===== src/rtl/fx_pkg.sv =====
// Shared constants and helpers for the fixed-point format-match pipeline.
package fx_pkg;

  localparam int ROUND_TRUNC   = 0;
  localparam int ROUND_HALF_UP = 1;
  localparam int SAT_WRAP      = 0;
  localparam int SAT_CLAMP     = 1;

  // Largest value representable in a w-bit signed word.
  function automatic longint fx_max(input int w);
    return (longint'(1) <<< (w - 1)) - 1;
  endfunction

  // Smallest value representable in a w-bit signed word.
  function automatic longint fx_min(input int w);
    return -(longint'(1) <<< (w - 1));
  endfunction

  // Intermediate width: input plus left-shift headroom plus one guard bit for rounding.
  function automatic int fx_w_int(input int in_w, input int shift);
    return in_w + ((shift > 0) ? shift : 0) + 1;
  endfunction

endpackage


===== src/rtl/fx_pipe_reg.sv =====
// One elastic register slice: accepts new data whenever it is empty or its contents move on.
module fx_pipe_reg #(
  parameter int W = 8
) (
  input  logic         clk,
  input  logic         rst,
  input  logic         valid_i,
  input  logic [W-1:0] data_i,
  input  logic         ready_i,
  output logic         load_o,
  output logic         valid_o,
  output logic [W-1:0] data_o
);

  logic         valid_q, valid_d;
  logic [W-1:0] data_q,  data_d;

  assign load_o = !valid_q || ready_i;

  always_comb begin
    valid_d = valid_q;
    data_d  = data_q;
    if (load_o) begin
      valid_d = valid_i;
      // Data only moves with a real sample so the output holds its last value when idle.
      if (valid_i) data_d = data_i;
    end
  end

  always_ff @(posedge clk) begin
    if (rst) begin
      valid_q <= 1'b0;
      data_q  <= '0;
    end else begin
      valid_q <= valid_d;
      data_q  <= data_d;
    end
  end

  assign valid_o = valid_q;
  assign data_o  = data_q;

endmodule


===== src/rtl/fx_match_pipe.sv =====
// Two-stage fixed-point re-alignment (align/round, then overflow saturate/wrap) with
// valid/ready flow control and a saturating overflow event counter.
module fx_match_pipe
  import fx_pkg::*;
#(
  parameter int IN_W       = 14,
  parameter int IN_FRAC    = 10,
  parameter int OUT_W      = 12,
  parameter int OUT_FRAC   = 12,
  parameter int ROUND_MODE = 0,
  parameter int SAT_EN     = 1,
  parameter int CNT_W      = 16
) (
  input  logic             clk,
  input  logic             rst,
  input  logic [IN_W-1:0]  i_data,
  input  logic             i_valid,
  output logic             o_ready,
  output logic [OUT_W-1:0] o_data,
  output logic             o_valid,
  input  logic             i_ready,
  output logic             o_ovf,
  output logic [CNT_W-1:0] o_ovf_cnt,
  input  logic             i_cnt_clr
);

  localparam int SHIFT   = OUT_FRAC - IN_FRAC;
  localparam int W_INT   = fx_w_int(IN_W, SHIFT);
  localparam int LSH     = (SHIFT > 0) ? SHIFT : 0;
  localparam int K       = (SHIFT < 0) ? -SHIFT : 0;
  localparam int RND_BIT = (K > 0) ? K - 1 : 0;
  localparam int HALF_I  = (ROUND_MODE == ROUND_HALF_UP && K > 0) ? (1 << RND_BIT) : 0;
  localparam int CW      = (W_INT > OUT_W) ? W_INT : OUT_W;

  localparam logic signed [CW-1:0] MAX_C   = CW'(fx_max(OUT_W));
  localparam logic signed [CW-1:0] MIN_C   = CW'(fx_min(OUT_W));
  localparam logic [OUT_W-1:0]     OUT_MAX = {1'b0, {(OUT_W-1){1'b1}}};
  localparam logic [OUT_W-1:0]     OUT_MIN = {1'b1, {(OUT_W-1){1'b0}}};

  function automatic logic signed [W_INT-1:0] align_round(input logic signed [IN_W-1:0] x);
    logic signed [W_INT-1:0] ext;
    ext = W_INT'(x);
    if (SHIFT >= 0) return ext <<< LSH;
    ext = ext + W_INT'(HALF_I);
    return ext >>> K;
  endfunction

  // Returns {ovf, data}; ovf is reported identically in clamp and wrap modes.
  function automatic logic [OUT_W:0] quantize(input logic signed [W_INT-1:0] a);
    logic signed [CW-1:0] w;
    logic                 ovf;
    logic [OUT_W-1:0]     d;
    w   = CW'(a);
    ovf = (w > MAX_C) || (w < MIN_C);
    d   = w[OUT_W-1:0];
    if (ovf && SAT_EN == SAT_CLAMP) d = w[CW-1] ? OUT_MIN : OUT_MAX;
    return {ovf, d};
  endfunction

  logic signed [W_INT-1:0] align_p0;
  logic signed [W_INT-1:0] data_p1;
  logic                    vld_p1, load_p1;
  logic [OUT_W:0]          quant_p1;
  logic [OUT_W:0]          data_p2;
  logic                    vld_p2, load_p2;
  logic [CNT_W-1:0]        cnt_q, cnt_d;

  assign align_p0 = align_round(signed'(i_data));

  // ---- stage 1: aligned / rounded sample ----
  fx_pipe_reg #(.W(W_INT)) u_s1 (
    .clk     (clk),
    .rst     (rst),
    .valid_i (i_valid),
    .data_i  (align_p0),
    .ready_i (load_p2),
    .load_o  (load_p1),
    .valid_o (vld_p1),
    .data_o  (data_p1)
  );

  assign quant_p1 = quantize(data_p1);

  // ---- stage 2: overflow-resolved output word ----
  fx_pipe_reg #(.W(OUT_W + 1)) u_s2 (
    .clk     (clk),
    .rst     (rst),
    .valid_i (vld_p1),
    .data_i  (quant_p1),
    .ready_i (i_ready),
    .load_o  (load_p2),
    .valid_o (vld_p2),
    .data_o  (data_p2)
  );

  assign o_ready = load_p1;
  assign o_valid = vld_p2;
  assign o_data  = data_p2[OUT_W-1:0];
  assign o_ovf   = data_p2[OUT_W];

  always_comb begin
    cnt_d = cnt_q;
    if (i_cnt_clr)
      cnt_d = '0;
    else if (o_valid && i_ready && o_ovf && cnt_q != '1)
      cnt_d = cnt_q + CNT_W'(1);
  end

  always_ff @(posedge clk) begin
    if (rst) cnt_q <= '0;
    else     cnt_q <= cnt_d;
  end

  assign o_ovf_cnt = cnt_q;

endmodule

===== config.mk =====
export PLATFORM = sky130hd
export DESIGN_NAME = fx_match_pipe
export DESIGN_NICKNAME = d
export VERILOG_FILES = /design/src/rtl/fx_pkg.sv /design/src/rtl/fx_pipe_reg.sv /design/src/rtl/fx_match_pipe.sv
export SDC_FILE = /design/constraint.sdc
export NUM_CORES = 1
export LEC_CHECK = 0
export ABC_AREA = 1
export CAP_MARGIN = 30
export CORE_ASPECT_RATIO = 1.2
export CORE_UTILIZATION = 40
export DETAILED_ROUTE_END_ITERATION = 16
export GPL_TIMING_DRIVEN = 0
export PLACE_DENSITY = 0.7
export SETUP_SLACK_MARGIN = 0.05
export SYNTH_ARGS = -nofsm -noshare
export SYNTH_HDL_FRONTEND = slang
export SYNTH_HIERARCHICAL = 1
export SYNTH_SLANG_ARGS = --single-unit
export TNS_END_PERCENT = 5

===== constraint.sdc =====
create_clock -name clk -period 1.5 [get_ports clk]
set_input_delay 0.15 -clock clk [delete_from_list [all_inputs] [get_ports clk]]
set_output_delay 0.15 -clock clk [all_outputs]
set_load 0.05 [all_outputs]

-- Yosys cells after proc, flatten, opt, wreduce, memory -nomap -nowiden
Index checks and enable logic that the tools add are counted.
- eq/ne operators: 1
- mux-type cells: 2
- reductions and logical operators: 11
- $add $sub $neg: 1
- magnitude comparators: 2
- operator list (operator ; number):
    two-way mux 12 bit ; 2
    adder 16 x 1 -> 16 bit, second input constant ; 1
    > comparator 16 x 12 -> 1 bit, second input constant ; 1
    < comparator 16 x 12 -> 1 bit, second input constant ; 1
    != test 16 bit, second input constant ; 1
    AND reduction 2 bit ; 2
    logical AND 1 bit ; 3
    logical OR 1 bit ; 3
    zero test 1 bit ; 2
    OR reduction 2 bit ; 1
- input bits: 19
- word-level logic and storage cells: 22
- register bits after elaboration: 45
- output and inout port bits: 31

-- Depth between registers and ports, before layout
Gate-level depths: netlist of the first run.
- word-level depth: 4
- gate-level depth with buffers: 9
- gate-level depth less buffers: 8

-- By module
Netlist of the first run, hierarchy kept.
- modules (own cells, without submodules) (module ; seq. area each (µm²) ; area each (µm²) ; times used ; cells each):
    fx_match_pipe ; 320.3 ; 1116.1 ; 1 ; 187
    fx_pipe_reg at u_s1 ; 360.3 ; 863.3 ; 1 ; 116
    fx_pipe_reg at u_s2 ; 280.3 ; 683.2 ; 1 ; 90

-- Worst setup path before layout of the first run
No wires, ideal clock.
- path kind: register -> register
- from: reg cnt_q[0] (netlist: o_ovf_cnt[0])
- to: reg cnt_q[0] (netlist: o_ovf_cnt[0])
- data arrival time: 1818 ps
- clock period less this slack: 1934 ps
- setup slack: -434 ps
- stages on the path, launching flop included: 10
- data required time: 1384 ps
- cell sequence: dfxtp_1 ha_1 nand2_1 nor2_2 nand2_2 o21ai_4 inv_2 buf_6 nor2_1 nor2_1
- cells in the longest elaborated chain, start to end: 2
- elaborated cells on any way between the ends: 3
- classes of those cells: 1 x add/sub; 1 x eq/ne; 1 x reduce/logical
- RTL lines (what ; RTL line ; text):
    from (decl) ; fx_match_pipe.sv:66 ; logic [CNT_W-1:0] cnt_q, cnt_d;
    from (signal assigned) ; fx_match_pipe.sv:111 ; else cnt_q <= cnt_d;
    parallel branches: the longest is 2 deep, another holds adder 16 x 1 -> 16 bit ; -- ;
Several ways; the timed one is not identified.
A chain may end at the register's enable or synchronous reset.

-- Worst setup path in the final report of the first run
- from: reg cnt_q[1] (netlist: o_ovf_cnt[1])
- to: reg cnt_q[14] (netlist: o_ovf_cnt[14])
The elaborated chain is that of the path after synthesis.

==> run_results.csv, run 1 <==
group,metric,value,unit
outcome,status,"finished with violations",
outcome,violations,"setup timing",
placed_design,dpl.cell_count,527,
setup_path,critical_path_class,"reg2reg",
yosys,ys_types,26,
layout,layout.nets,481,
route,totalWireLength,6070,µm
route,viasPerCell,4.65,
setup_path,crit_fanout,5,
cts,cts_buffers,5,
route,ant_nets,0,
floorplanning,die_area,0.00699,mm²
setup_path,cp_num_buf_inv,2,
yosys,syn_avg_cell_area,6.77,µm²
setup_path,rr_worst_depth,9,
global_route,grt_usage,17.5,%
pwr,peakVddDrop,516,µV
layout,layout_commonest_cell,"nand2_1",
cts,cts_tree,"yes",
worst_hold_path,hold_depth,4,
layout,drive_gt1_share,20.8,%
yosys,syn_area,0.00266,mm²
pwr,powerDensity,800,mW/mm²
layout,final-instance-count-excl-fill,547,
floorplanning,num_io_pins,50,
yosys,yosysSeqAreaShare,36.1,%
floorplanning,start_util,41.3,%
floorplanning,row_count,32,
setup_path,endpoint_kind,"flop",
sta,hold_viol,0,
route,drc,0,
floorplanning,die_h,91.4,µm
route,routedWlPerCell,11.1,µm
placed_design,dp_hpwl,4330,µm
sta,fmax,662,MHz
cts,clk_latency,0.30,ns
route,drt-initial-drc-count,127,
global_route,grt_overflow,0,
layout,mostFrequentLayoutCells,"84 x nand2_1, 56 x inv_1, 52 x nor2_1, 37 x a21oi_1, 31 x nand3_1",
yosys,ys_ff_latch,48,
floorplanning,die_w,76.5,µm
route,vias,2542,
layout,multi_input_area,0.00139,mm²
worst_hold_path,hold_path_end,"u_s1/data_o[13]",
cts,clkTransAtPathRegs,0.09,ns
placed_design,place_area,0.00329,mm²
setup_path,cp.required,1.69,ns
setup_path,cp_slowest_cell,"dfxtp_4",
sta,maxSlewViolCount,0,
global_route,grt_pass1_vias,2235,
yosys,syn-instance-count,393,
sta,finalCriticalPeriod,1.51,ns
pwr,power.leakage,0.00178,µW
layout,fillers,669,
sta,setup-violations-final,2,
global_route,antenna_found_initial,0,
cts,clkSinkCount,48,
yosys,yosysWarningCount,6,
sta,min_period_over_period,101,%
worst_hold_path,hold_class,"in2reg",
setup_path,critPathTopFamily,"flip-flops",
placed_design,gp_congestion,0.889,
setup_path,critical-path-max-stage-delay,0.39,ns
run,cap_violations,0,
setup_path,crit_top_cell,"nand2_4",
cts,h-tree-depth,2,
sta,setup_slack,-0.0109,ns
setup_path,worstPathArrival,1.70,ns
layout,stdcell_area,0.00360,mm²
layout,layout-area-overhead-vs-synth,35.3,%
setup_path,startpoint_type,"flop",
layout,antenna_cells,0,
setup_path,regToRegSetupSlack,-0.01,ns
floorplanning,coreArea,0.00645,mm²
setup_path,path_cells,"ha_4 -> nand2_4 -> nor2_4 -> nand2_4 -> o21ai_4 -> inv_4 -> clkbuf_16 -> nand2_2 -> a21oi_1",
cts,cts_root_buf,"clkbuf_8",
setup_path,rr_endpoint,"o_ovf_cnt[14]",
global_route,grt_max_degree,15,
layout,area.sequential,988,µm²
placed_design,portBuffers,48,
worst_hold_path,hold_start,"i_valid",
sta,worst_pin_slew,0.559,ns
cts,cts_buffer_depth,2,
route,drtPass1Iterations,4,
global_route,grt_pass1_wl,9970,µm
sta,max-slew-margin-rel,62.9,%
sta,rsz0062_at_grt,"yes",
sta,clock_skew,0.0131,ns
setup_path,rr_startpoint,"o_ovf_cnt[1]",
[tightest hold or removal path: cells and delay by family]
kind	cells	cell delay, ns
buffers and inverters	1	0.11
AND/OR/NAND/NOR	3	0.16
[worst max-delay path by stage]
stage	from	endpoint	cells after the start
floorplan	o_ovf_cnt[0]	o_ovf_cnt[7]	9
global placement	i_ready	o_ready	8
detailed placement	i_ready	o_ready	8
CTS	i_ready	o_ready	8
global route	o_ovf_cnt[1]	o_ovf_cnt[1]	9
finish	o_ovf_cnt[1]	o_ovf_cnt[14]	9
[area by class of cell]
| class | instances | area share [%] |
|---|---|---|
| plain buffers | 19 | 6.08 |
| clock buffers | 8 | 3.37 |
| inverters | 59 | 6.29 |
| multi-input cells | 268 | 38.5 |
| flip-flops and latches | 48 | 27.4 |
| well taps | 85 | 2.95 |
| repair buffers | 60 | 15.4 |
[registers in the layout, summed over array words and instances, names as in the netlist]
register,cells
o_ovf_cnt,16
u_s1/data_o,17
u_s1/valid_o,1
u_s2/valid_o,1
u_s2/data_o,13
[layer usage]
| metal | GRT usage [%] | part of all wire (%) | routed length [µm] |
|---|---|---|---|
| met5 | 0 | 0 | 0 |
| met4 | 5.77 | 1.1 | 69 |
| met3 | 3.02 | 4.0 | 240 |
| met2 | 30.3 | 50 | 3040 |
| met1 | 21.8 | 45 | 2720 |
[Yosys cell counts, drive strengths merged]
cell type | instances | share of area [%]
xor2 | 5 | 1.6
a21o | 1 | 0.28
xnor2 | 2 | 0.66
nor3 | 2 | 0.38
conb | 1 | 0.14
o21ai | 13 | 2.9
nand2 | 96 | 14
ha | 1 | 0.47
a21oi | 43 | 8.6
inv | 59 | 8.3
and3 | 1 | 0.24
nand4 | 7 | 1.6
clkbuf | 6 | 2.0
buf | 13 | 5.6
nor2 | 56 | 8.2
dfxtp | 48 | 36
nand3 | 39 | 8.6
[cell families after synthesis]
kind of cell             synth area share, %
XOR/XNOR                                2.30
AND/OR/NAND/NOR                         33.3
other                                  0.141
flip-flops                              36.1
buffers and inverters                   15.9
adder cells (fa/ha/maj)                0.470
AO/OA/AOI/OAI                           11.8
[report_power, final]
| part | internal [µW] | switching, µW |
|---|---|---|
| Sequential | 1340 | 44.0 |
| Clock | 521 | 428 |
| Combinational | 220 | 332 |
| Total | 2080 | 804 |
[stage by stage]
step	utilization [%]	setup TNS [ns]	hold slack, ns	setup WS [ns]	power [µW]
2_1_floorplan	-	-0.478	0.212	-0.0518	1780
3_3_place_gp	51.1	-4.95	0.464	-0.762	1940
3_5_place_dp	51.1	-5.28	0.473	-0.764	1940
4_1_cts	52.9	-0.134	0.157	-0.134	2870
5_1_grt	55.9	-1.07	0.173	-0.110	3030
6_report	55.9	-0.0174	0.159	-0.0109	2880
[what timing repair did]
item | in CTS | in global routing
pin swaps | 9 | 9
buffers inserted | 0 | 11
hold buffers | 0 | 0
gates cloned | 0 | 1
gates resized for setup | 49 | 33
endpoints found under the setup margin | 51 | 25
Power figures use the tool's default switching activity.
==> inputs of run 2 (changes only) <==
GPL_ROUTABILITY_DRIVEN = 1   (was default)
PLACE_DENSITY = 0.71   (was 0.7)
SYNTH_HIERARCHICAL = default   (was 1)
clock period = 1.8 ns   (was 1.5 ns; I/O delays follow)
==> run_results.csv, run 2 <==
group,metric,value,unit
outcome,status,"completed",
yosys,synth_top_area_share,42.8,%
sta,min_period_over_period,93.9,%
yosys,synth_nets,319,
placed_design,dp_hpwl,3440,µm
route,viasPerCell,4.85,
cts,holdBufCountCts,0,
cts,clkTransAtPathRegs,0.08,ns
layout,antenna_cells,0,
sta,worst_pin_slew,0.508,ns
sta,setup_slack,0.110,ns
yosys,yosysTopAreaCell,"dfxtp_1",
layout,layout.nets,375,
sta,rsz0062_at_grt,"no",
placed_design,place_ws,0.00926,ns
sta,clock_skew,0.00507,ns
worst_hold_path,hold_class,"reg2reg",
cts,h-tree-depth,2,
layout,layout-area-overhead-vs-synth,37.0,%
yosys,yosysSeqAreaShare,42.8,%
worst_hold_path,hold_depth,2,
route,ant_nets,0,
yosys,ys_types,25,
floorplanning,coreArea,0.00494,mm²
sta,hold-worst-slack,0.489,ns
global_route,grt_max_degree,15,
pwr,p_clk_share,43.4,%
pwr,p_total,2410,µW
layout,final-instance-count-excl-fill,416,
sta,finalCriticalPeriod,1.69,ns
setup_path,path_depth,1,
yosys,syn_area,0.00206,mm²
pwr,comb_power_share,13.0,%
floorplanning,row_count,28,
setup_path,cp_slowest_cell,"clkdlybuf4s50_1",
setup_path,cp_num_buf_inv,1,
placed_design,portBuffers,49,
yosys,async_flop_share,0,%
yosys,yosysMostFrequentCell,"nand2_1",
placed_design,gp_congestion,0.818,
yosys,yosys_most_used_dff,"dfxtp_1",
pwr,p_switching,569,µW
layout,largest_register_ffs,16,
setup_path,crit_fanout,5,
setup_path,path_cells,"clkdlybuf4s50_1",
setup_path,cp.required,1.62,ns
setup_path,worstPathArrival,1.51,ns
sta,hold_viol,0,
pwr,p_seq_share,43.5,%
floorplanning,die_area,0.00543,mm²
global_route,grt_overflow,0,
global_route,grt_pass1_vias,1840,
pwr,power.leakage,0.00138,µW
pwr,internal_power,1840,µW
pwr,peakVddDrop,528,µV
route,totalWireLength,4670,µm
setup_path,critical_path_class,"reg2out",
cts,clkSinkCount,44,
sta,max-slew-margin-rel,66.0,%
cts,clk_latency,0.30,ns
setup_path,startpoint_type,"flop",
setup_path,critPathTopFamily,"buffers and inverters",
pwr,netSwitchingFraction,23.7,%
cts,cts_tree,"yes",
yosys,ys_ff_latch,44,
yosys,syn_avg_cell_area,6.88,µm²
sta,fmax,592,MHz
floorplanning,die_h,80.5,µm
pwr,powerDensity,854,mW/mm²
sta,maxSlewViolCount,0,
cts,cts_buffer_depth,2,
cts,cts_buffers,5,
floorplanning,start_util,41.6,%
route,routedWlPerCell,11.2,µm
setup_path,rr_worst_depth,9,
route,drc,0,
layout,drive_gt1_share,9.55,%
route,drtPass1Iterations,4,
sta,setup-violations-final,0,
yosys,ys_top_cells_by_area,"dfxtp_1 43%, nand2_1 13%, nor2_1 8.4%",
setup_path,endpoint_kind,"output pin",
global_route,grt_usage,19.6,%
yosys,yosysWarningCount,0,
route,vias,2017,
layout,mostFrequentLayoutCells,"72 x nand2_1, 46 x nor2_1, 42 x dfxtp_1, 34 x clkdlybuf4s50_1, 31 x inv_1",
layout,layout_commonest_cell,"nand2_1",
global_route,antenna_found_initial,0,
run,cap_violations,0,
yosys,synth_edf_count,0,
floorplanning,num_io_pins,50,
route,drt-initial-drc-count,114,
global_route,grt_pass1_wl,7960,µm
setup_path,critical-path-max-stage-delay,0.82,ns
yosys,syn-instance-count,299,
floorplanning,die_w,67.4,µm
cts,cts_root_buf,"clkbuf_8",
yosys,synth_common_cells,"72 x nand2_1, 46 x nor2_1, 44 x dfxtp_1",
placed_design,dpl.cell_count,408,
run 2: cell types whose count changed after synthesis, sizes merged, moves of 2 or more:
cell	previous run	this run
clkbuf	6	4
nand4	7	5
o21ai	13	19
inv	59	33
nand2	96	75
dfxtp	48	44
buf	13	6
nor3	2	0
a21oi	43	18
nand3	39	30
run 2: cells by family (layout without fill, tap and decap cells):
logic type	Yosys count	after routing	share of synthesized area, %
compound gates	39	39	9.92
fa+ha+maj	1	1	0.609
simple gates	166	166	35.1
flops	44	44	42.8
buf+inv	43	100	8.95
xor+xnor	6	6	2.56
run 2: path summary, 6_finish.rpt:
path / to / slack (ns) / start
worst max-delay path: o_ovf_cnt[0] / 0.11 / o_ovf_cnt[0]
worst max register to register: o_ovf_cnt[10] / 0.18 / o_ovf_cnt[0]
worst min register to register: u_s1.data_o[8] / 0.49 / u_s1.data_o[8]
worst min-delay path: u_s1.data_o[8] / 0.49 / u_s1.data_o[8]
run 2: final cells by class:
type	instances	area, µm²
plain buffers	10	60.1
clock buffers	5	68.8
clock inverters	3	90.1
fillers	492	2120
inverters	33	124
multi-input cells	212	996
flip-flops and latches	44	883
well taps	60	75.1
repair buffers	49	519
run 2: power groups by stage:
| stage | clock network [µW] | logic [µW] | registers [µW] |
|---|---|---|---|
| global route | 1120 | 344 | 1050 |
| CTS | 1070 | 318 | 1050 |
| finish | 1040 | 314 | 1050 |
| floorplan | 0 | 120 | 1150 |
| detailed placement | 0 | 317 | 1070 |
| global placement | 0 | 314 | 1070 |
run 2: layer usage:
metal	up-vias	track usage [%]	wire, µm
met3	8	4.55	191
li1	1055	-	-
met1	908	21.8	2000
met4	0	7.87	80
met5	-	0	0
met2	46	34.7	2390
run 2: what timing repair did:
| item | CTS | global route |
|---|---|---|
| gates resized for setup | 1 | 14 |
| buffers inserted | 0 | 0 |
| pin swaps | 0 | 0 |
| setup endpoints to repair | 5 | 14 |
run 2: metrics by stage:
stage	utilization [%]	TNS, ns	area, µm²
3_5_place_dp	53.2	0	2630
3_3_place_gp	53.2	0	2630
4_1_cts	56.4	0	2790
6_report	57.0	0	2820
5_1_grt	57.0	0	2820
2_1_floorplan	-	-0.00402	2060
